### config.mk
export PLATFORM = sky130hd
export DESIGN_NAME = str_char_streamer
export DESIGN_NICKNAME = d
export VERILOG_FILES = /design/src/rtl/str_stream_pkg.sv /design/src/rtl/str_lead_nul_count.sv /design/src/rtl/str_char_streamer.sv
export SDC_FILE = /design/constraint.sdc
export NUM_CORES = 1
export LEC_CHECK = 0
export ABC_AREA = 1
export CAP_MARGIN = 5
export CORE_MARGIN = 8
export CORE_UTILIZATION = 30
export DETAILED_ROUTE_END_ITERATION = 10
export GPL_TIMING_DRIVEN = 0
export PLACE_DENSITY = 0.51
export SYNTH_ARGS = -nofsm -noshare
export SYNTH_HDL_FRONTEND = slang
export SYNTH_SLANG_ARGS = --single-unit
### constraint.sdc
create_clock -name clk -period 12.3 [get_ports clk]
set_input_delay 1.23 -clock clk [delete_from_list [all_inputs] [get_ports clk]]
set_output_delay 1.23 -clock clk [all_outputs]
set_load 0.05 [all_outputs]
### src/rtl/str_stream_pkg.sv
// Shared types for the packed-string streamer.
//   char_t            : one ASCII character
//   NUL               : the padding character used in unused high bytes
//   streamer_state_e  : streamer control states
package str_stream_pkg;

    typedef logic [7:0] char_t;

    localparam char_t NUL = 8'h00;

    typedef enum logic [1:0] {
        IDLE = 2'd0,
        SEND = 2'd1,
        FIN  = 2'd2
    } streamer_state_e;

endpackage

### src/rtl/str_lead_nul_count.sv
// Counts consecutive NUL bytes starting at the most significant byte of a
// packed string word. Purely combinational.
//   i_word : packed string, byte NBYTES-1 is the first character position
//   o_lead : number of leading NUL bytes (NBYTES for an all-zero word)
module str_lead_nul_count
    import str_stream_pkg::*;
#(
    parameter int unsigned NBYTES = 16,
    parameter int unsigned LENW   = $clog2(NBYTES + 1)
) (
    input  logic [8*NBYTES-1:0] i_word,
    output logic [LENW-1:0]     o_lead
);

    logic w_hit;

    // Priority scan from the MSB byte; stop counting at the first non-NUL.
    always_comb begin
        o_lead = '0;
        w_hit  = 1'b0;
        for (int i = NBYTES - 1; i >= 0; i--) begin
            if (!w_hit) begin
                if (i_word[i*8 +: 8] == NUL) begin
                    o_lead = o_lead + LENW'(1);
                end else begin
                    w_hit = 1'b1;
                end
            end
        end
    end

endmodule

### src/rtl/str_char_streamer.sv
// Accepts one packed string word, strips its leading NUL bytes and streams
// the remaining characters MSB-first, one per cycle, over valid/ready.
//   clk, rst   : clock and asynchronous active-high reset
//   in_valid   : packed word offered        in_ready  : word can be accepted
//   in_data    : packed string word
//   out_valid  : out_char valid             out_ready : consumer takes char
//   out_char   : current character          out_last  : final char of word
//   out_len    : char count of current/most recent word
//   done       : one-cycle pulse when the word is fully consumed
module str_char_streamer
    import str_stream_pkg::*;
#(
    parameter int unsigned NBYTES = 16,
    parameter int unsigned LENW   = $clog2(NBYTES + 1)
) (
    input  logic                clk,
    input  logic                rst,
    input  logic                in_valid,
    output logic                in_ready,
    input  logic [8*NBYTES-1:0] in_data,
    output logic                out_valid,
    input  logic                out_ready,
    output logic [7:0]          out_char,
    output logic                out_last,
    output logic [LENW-1:0]     out_len,
    output logic                done
);

    localparam int unsigned IDXW = (NBYTES > 1) ? $clog2(NBYTES) : 1;
    localparam int unsigned WW   = 8 * NBYTES;

    streamer_state_e r_state, w_state_n;
    logic [WW-1:0]   r_word,  w_word_n;
    logic [IDXW-1:0] r_idx,   w_idx_n;
    logic [LENW-1:0] w_lead,  w_len_n;
    char_t           w_char_n;
    logic            w_last_n;
    logic            w_ready_n;
    logic            w_valid_n;
    logic            w_done_n;

    str_lead_nul_count #(
        .NBYTES (NBYTES),
        .LENW   (LENW)
    ) u_lead (
        .i_word (in_data),
        .o_lead (w_lead)
    );

    // Next-state and next-output logic; outputs are registered from these.
    always_comb begin
        w_state_n = r_state;
        w_word_n  = r_word;
        w_idx_n   = r_idx;
        w_len_n   = out_len;
        w_char_n  = out_char;
        w_last_n  = 1'b0;
        w_ready_n = 1'b0;
        w_valid_n = 1'b0;
        w_done_n  = 1'b0;

        case (r_state)
            IDLE: begin
                // in_data is only looked at when offered, so X on an idle bus stays out.
                if (in_valid && in_ready) begin
                    w_word_n = in_data;
                    w_len_n  = LENW'(NBYTES) - w_lead;
                    if (w_lead == LENW'(NBYTES)) begin
                        w_state_n = FIN;
                    end else begin
                        w_state_n = SEND;
                        w_idx_n   = IDXW'(NBYTES - 1) - IDXW'(w_lead);
                    end
                end
            end
            SEND: begin
                if (out_ready) begin
                    if (r_idx == '0) begin
                        w_state_n = FIN;
                    end else begin
                        w_idx_n = r_idx - IDXW'(1);
                    end
                end
            end
            FIN: begin
                w_state_n = IDLE;
            end
            default: begin
                w_state_n = IDLE;
            end
        endcase

        // Present the character the next state will show; hold it otherwise.
        if (w_state_n == SEND) begin
            w_char_n = w_word_n[{w_idx_n, 3'b000} +: 8];
            w_last_n = (w_idx_n == '0);
        end
        w_ready_n = (w_state_n == IDLE);
        w_valid_n = (w_state_n == SEND);
        w_done_n  = (w_state_n == FIN);
    end

    // State, datapath and output registers.
    always_ff @(posedge clk or posedge rst) begin
        if (rst) begin
            r_state   <= IDLE;
            r_word    <= '0;
            r_idx     <= '0;
            in_ready  <= 1'b1;
            out_valid <= 1'b0;
            out_char  <= NUL;
            out_last  <= 1'b0;
            out_len   <= '0;
            done      <= 1'b0;
        end else begin
            r_state   <= w_state_n;
            r_word    <= w_word_n;
            r_idx     <= w_idx_n;
            in_ready  <= w_ready_n;
            out_valid <= w_valid_n;
            out_char  <= w_char_n;
            out_last  <= w_last_n;
            out_len   <= w_len_n;
            done      <= w_done_n;
        end
    end

endmodule

; Word-level counts from Yosys, hierarchy flattened
; Index checks and enable logic that the tools add are counted.
[totals]
regBits = 151
latch_bits = 0
ramBits = 0
romBits = 0
inputBits = 132
out_inout_bits = 17
wordCells = 127
n_memories = 0
[op_classes]
add_sub_neg = 18
n_mul = 0
div = 0
order_cmp = 0
eq_ne = 4
shifts = 1
muxes = 73
bitwise = 0
n_reduce_logical = 22
[op_table]
columns = operator, n
row1 = $mux W128, 2
row2 = $mux W5, 30
row3 = $logic_not A8 Y1, 16
row4 = $shiftx A128 B8 Y8, 1
row5 = $add A5 B1 Y5 const B, 15
row6 = $mux W1, 31
row7 = $mux W4, 4
row8 = $logic_not A4 Y1, 2
row9 = $mux W2, 4
row10 = $pmux W4 S2, 1
row11 = $eq A5 B5 Y1 const B, 1
row12 = $sub A5 B5 Y5 const A, 1
row13 = $eq A2 B1 Y1 const B, 2
row14 = $logic_not A2 Y1, 2
row15 = $pmux W2 S2, 1
row16 = $sub A4 B1 Y4 const B, 1
row17 = $sub A4 B4 Y4 const A, 1
row18 = $eq A2 B2 Y1 const B, 1
row19 = $reduce_and A2 Y1, 1
row20 = $logic_and A1 B1 Y1, 1

; Logic depth before layout (Yosys ltp)
[depth]
word_depth = 53
ltp_mapped = 77
depth_no_buf = 75

; Hierarchy
; From an unflattened synthesis, not the netlist that was laid out.
[unflattened]
cells_unflattened = 1289
area_unflattened_um2 = 9260.1
[by_module_without_submodules]
columns = module, n_inst, cells_per_inst, area_per_inst_um2, seq_area_each_um2
row1 = str_char_streamer, 1, 980, 7629.8, 3779.9
row2 = str_lead_nul_count, 1, 309, 1630.3, 0.0

; Worst setup path before layout
; No wires, ideal clock.
[synth_path]
path_type = input to register
from = in in_data[119]
to = reg out_char[2]
setup_ps = 118
t_arrival_ps = 9881
t_required_ps = 12182
path_slack_ps = 2301
cell_stages = 74
path_buffers = 2
path_cell_list = nor2_1 -> nand2_1 -> nor2_4 -> o21ai_0 -> nand2_1 -> inv_1 -> ha_1 -> o21ai_0 -> inv_1 -> ha_1 -> nand3_1 -> nand2_1 -> ha_1 -> nand2_1 -> nand2_1 -> ha_1 -> o21ai_0 -> inv_1 -> [38 not listed] -> nor2_1 -> inv_1 -> a21oi_1 -> o21ai_1 -> nand3_1 -> inv_2 -> buf_6 -> buf_6 -> nand2_1 -> nand2_1 -> nand2_1 -> nand2_1 -> inv_2 -> nand3_1 -> nand3_1 -> nand2_1 -> nand2_1 -> nand2_1
[synth_via]
elab_chain_len = 50
elab_cells_between_ends = 70
classes_between = add/sub: 15 / eq/ne: 2 / shift: 1 / mux: 51 / reduce/logical: 1
[synth_lines]
columns = item, line_no
row1 = "start, declared", str_char_streamer.sv:20  ; input logic [8*NBYTES-1:0] in_data,
row2 = $logic_not A8 Y1 (*), str_lead_nul_count.sv:23  ; if (i_word[i*8 +: 8] == NUL) begin
row3 = $mux W5, str_lead_nul_count.sv:23
row4 = $mux W5, str_lead_nul_count.sv:22  ; if (!w_hit) begin
row5 = $add A5 B1 Y5, str_lead_nul_count.sv:24  ; o_lead = o_lead + LENW'(1);
row6 = $mux W5, str_lead_nul_count.sv:23
row7 = $mux W5, str_lead_nul_count.sv:22
row8 = $add A5 B1 Y5, str_lead_nul_count.sv:24
row9 = $mux W5, str_lead_nul_count.sv:23
row10 = [34 not listed], --
row11 = $add A5 B1 Y5, str_lead_nul_count.sv:24
row12 = $mux W5, str_lead_nul_count.sv:23
row13 = $mux W5 (*), str_lead_nul_count.sv:22
row14 = $sub A4 B4 Y4 / $eq A5 B5 Y1 (equally long branches), "str_char_streamer.sv:72, str_char_streamer.sv:68"
row15 = $mux W4 / $mux W2 (equally long branches), str_char_streamer.sv:68  ; if (w_lead == LENW'(NBYTES)) begin
row16 = $mux W4 / $mux W2 (equally long branches), str_char_streamer.sv:65  ; if (in_valid && in_ready) begin
row17 = $pmux W4 S2 / $pmux W2 S2 (equally long branches), str_char_streamer.sv:62  ; case (r_state)
row18 = $shiftx A128 B8 Y8 / $eq A2 B1 Y1 (equally long branches), "str_char_streamer.sv:95, str_char_streamer.sv:94"
row19 = "end signal, assigned", str_char_streamer.sv:121  ; out_char <= w_char_n;
row20 = "end, declared", str_char_streamer.sv:23  ; output logic [7:0] out_char,
; Every way passes the cells marked *; elsewhere a longest branch is shown, timed or not.
; A chain may end at the register's enable or synchronous reset.

; Worst setup path after layout
[layout_path]
from = in in_data[117]
to = reg out_char[6]
; Same word-level chain as after synthesis.

==> impl_metrics.csv <==
group,metric,value,unit
status,status,"complete, no violations",
sta,rsz0062_at_grt,"no",
worst_hold_path,hold_path_end,"out_len[1]",
sta,worst_pin_slew,0.824,ns
setup_path,cp_max_fo,10,
grt,grt-ovfl-total,0,
detailed_routing,wire_per_inst,15.8,um
sta,finalClockSkew,0.00758,ns
detailed_routing,viasPerCell,4.55,
power_and_ir_drop,clockPowerShare,0.192,
cts,cts.clk_slew.worst_paths,0.07,ns
placed_design,dp_cells,1916,
worst_hold_path,min_from,"out_len[1]",
finish,fillCellCount,3284,
setup_path,reg2reg_slack,8.80,ns
floorplan,die_h,191,um
flow_run,max-cap-violations,0,
cts,insertion_delay,0.43,ns
synth,synthArstFlopShare,1.00,
setup_path,slowest_stage,"clkdlybuf4s50_1",
setup_path,r2r-start,"r_state[1]",
synth,yosysWarnings,0,
grt,antenna_found_initial,0,
setup_path,worstPathArrival,11.66,ns
worst_hold_path,min_path_type,"flip-flop to flip-flop",
cts,cts_buffer_depth,2,
setup_path,cp_common_cell,"nand2_1",
placed_design,post-dp-hpwl,24500,um
cts,cts_buffers,17,
finish,final_util,0.388,
grt,grt_max_degree,79,
power_and_ir_drop,p_sw,1.32,mW
floorplan,start_util,0.303,
grt,use_met1,0.221,
synth,synth.area.top_cells,"dfrtp_1 (41%), nand2_1 (31%), nand3_1 (4.4%)",
sta,setup_tns,0,ns
finish,seqCellArea,3780,um2
finish,layout.nets,1687,
sta,report.final.slew_viol_count,0,
synth,netlist.area_leader.share,0.409,
cts,cts_tree,"done",
grt,busiest_layer,"met2",
sta,max_freq,0.0886,GHz
finish,area_growth,28.4,%
synth,synth_fp_nets,1519,
power_and_ir_drop,combPwrFrac,0.533,
synth,netlist_area,9180,um2
placed_design,gp_congestion,0.903,
cts,cts.sinks,151,
power_and_ir_drop,p_leak,6.35,nW
finish,mostFrequentLayoutCells,"nand2_1 (764), dfrtp_1 (150), clkdlybuf4s50_1 (148)",
setup_path,crit_type,"input port to flip-flop",
detailed_routing,vias,8857,
finish,drive_gt1_frac,0.0844,
setup_path,required,12.68,ns
synth,ys_types,41,
cts,root_buffer,"clkbuf_16",
floorplan,core_area,30300,um2
synth,syn_inst,1371,
grt,met3_usage,0.0312,
detailed_routing,drc,0,
sta,finalCritPeriodShare,0.917,
sta,period_minus_slack,11.28,ns
worst_hold_path,min_path_cells,2,
setup_path,r2r_end,"out_char[2]",
synth,synth_top_cell_by_area,"dfrtp_1",
finish,layout.cells.non_filler,1948,
setup_path,reg2reg_depth,18,
synth,ys.flop_type,"dfrtp_1",
synth,syn_avg_cell_area,6.70,um2
setup_path,worst_setup_path_start_kind,"input port",
floorplan,row_count,64,
power_and_ir_drop,intPower,1.50,mW
power_and_ir_drop,p_sw_frac,0.469,
power_and_ir_drop,powerDensity,239,nW/um2
finish,final_common_cell,"nand2_1",
power_and_ir_drop,ir_drop,0.000109,V
synth,synth-edff-count,0,
sta,finalHoldViolations,0,
detailed_routing,drtPass1Iterations,5,
sta,setup_viol,0,
sta,max_slew_margin,0.450,
setup_path,worst_path_largest_cell_delay,0.44,ns
floorplan,io_pins,149,
detailed_routing,final_antenna_net_count,0,
finish,multi_input_area,4640,um2
floorplan,die_area,36500,um2
grt,grtUsageMet2,0.289,
power_and_ir_drop,power.total,2.82,mW
cts,htreeDepth,4,
synth,yosys_register_bits,151,
synth,ys_seq_area_frac,0.412,
power_and_ir_drop,power.share.sequential,0.276,
grt,grt_usage,0.172,
finish,antenna_cells,0,
grt,grt_pass1_vias,9151,
grt,grt_pass1_wl,49000,um
setup_path,cp-end-kind,"flip-flop",
detailed_routing,dr.first_iter.drc_count,610,
floorplan,die_w,191,um
detailed_routing,wl,30800,um
placed_design,io_buffers,148,
-- kinds of logic (layout without fill, tap and decap cells) --
family,count (synthesis),after routing,synth area share
and+or+nand+nor,971,971,0.447
adders and majority gates,16,16,0.0218
AOI/OAI and AO/OA,48,48,0.0294
DFF,151,151,0.412
buffers and inverters,178,359,0.0830
xor gates and xnor gates,7,7,0.00749
-- worst max-delay path by stage --
| stage | start | to | slack [ns] | depth (start not counted) |
|---|---|---|---|---|
| 3_3_place_gp | in_data[117] | out_char[5] | 0.59 | 74 |
| 6_report | in_data[117] | out_char[6] | 1.02 | 74 |
| 5_1_grt | in_data[113] | out_char[2] | 0.12 | 74 |
| 2_1_floorplan | in_data[119] | out_char[2] | 2.30 | 74 |
| 4_1_cts | in_data[117] | out_char[6] | 0.97 | 74 |
| 3_5_place_dp | in_data[117] | out_char[6] | 0.53 | 74 |
-- per-layer routing --
layer / share of wire / vias up
met5: 0 / -
met4: 0.021 / 0
met3: 0.047 / 32
met2: 0.47 / 212
met1: 0.46 / 4058
li1: - / 4555
-- critical path: cells and delay by family --
family                   cells  cell delay [ns]
adder cells (fa/ha/maj)     15             3.90
AND/OR/NAND/NOR             40             4.12
AO/OA/AOI/OAI                5             0.76
buffers and inverters       14             1.62
-- final cells by class --
| class | count | area share |
|---|---|---|
| flip-flops and latches | 151 | 0.321 |
| clock buffers | 17 | 0.0361 |
| multi-input cells | 1042 | 0.394 |
| inverters | 125 | 0.0405 |
| repair buffers | 149 | 0.128 |
| plain buffers | 53 | 0.0247 |
| clock inverters | 15 | 0.0139 |
| well taps | 396 | 0.0420 |
-- Yosys cell counts, types with 4 or more instances --
cell type	instances
nand2_1	764
clkbuf_1	27
o21ai_0	34
buf_4	4
nor4_1	16
buf_2	8
nand3_2	9
nand3_1	80
clkinv_1	7
ha_1	16
buf_6	9
nor2_1	38
nand2_2	16
inv_1	97
or2_1	4
buf_1	5
dfrtp_1	150
a21oi_1	7
nor2_2	7
nand2_4	4
or2_2	4
nand4_1	12
inv_2	20
nor2_4	7
-- state kept, by name (all words and copies together), names as in the netlist --
name,cells
out_len,5
out_last,1
done,1
out_valid,1
out_char,8
r_word,128
r_state,2
in_ready,1
r_idx,4
-- per-stage QoR --
stage / worst slack, ns / cell area [um2] / hold slack [ns]
after global placement: 0.586 / 11200 / 0.452
after CTS: 0.974 / 11800 / 0.472
after global routing: 0.121 / 11800 / 0.484
after detailed placement: 0.534 / 11200 / 0.456
after floorplan: 2.30 / 9180 / 0.438
final: 1.02 / 11800 / 0.468
-- what timing repair did --
| action | 4_1_cts | 5_1_grt |
|---|---|---|
| resized for setup | 0 | 1 |
| setup buffers | 0 | 0 |
| endpoints found under the setup margin | 0 | 1 |
| hold buffers | 0 | 0 |
-- power groups by stage --
stage | Combinational (mW) | Clock [mW] | Sequential [mW]
2_1_floorplan | 0.957 | 0 | 0.834
3_3_place_gp | 1.50 | 0 | 0.784
3_5_place_dp | 1.51 | 0 | 0.787
4_1_cts | 1.52 | 0.554 | 0.779
5_1_grt | 1.69 | 0.574 | 0.799
6_report | 1.50 | 0.541 | 0.778
(Power assumes the default switching activity.)
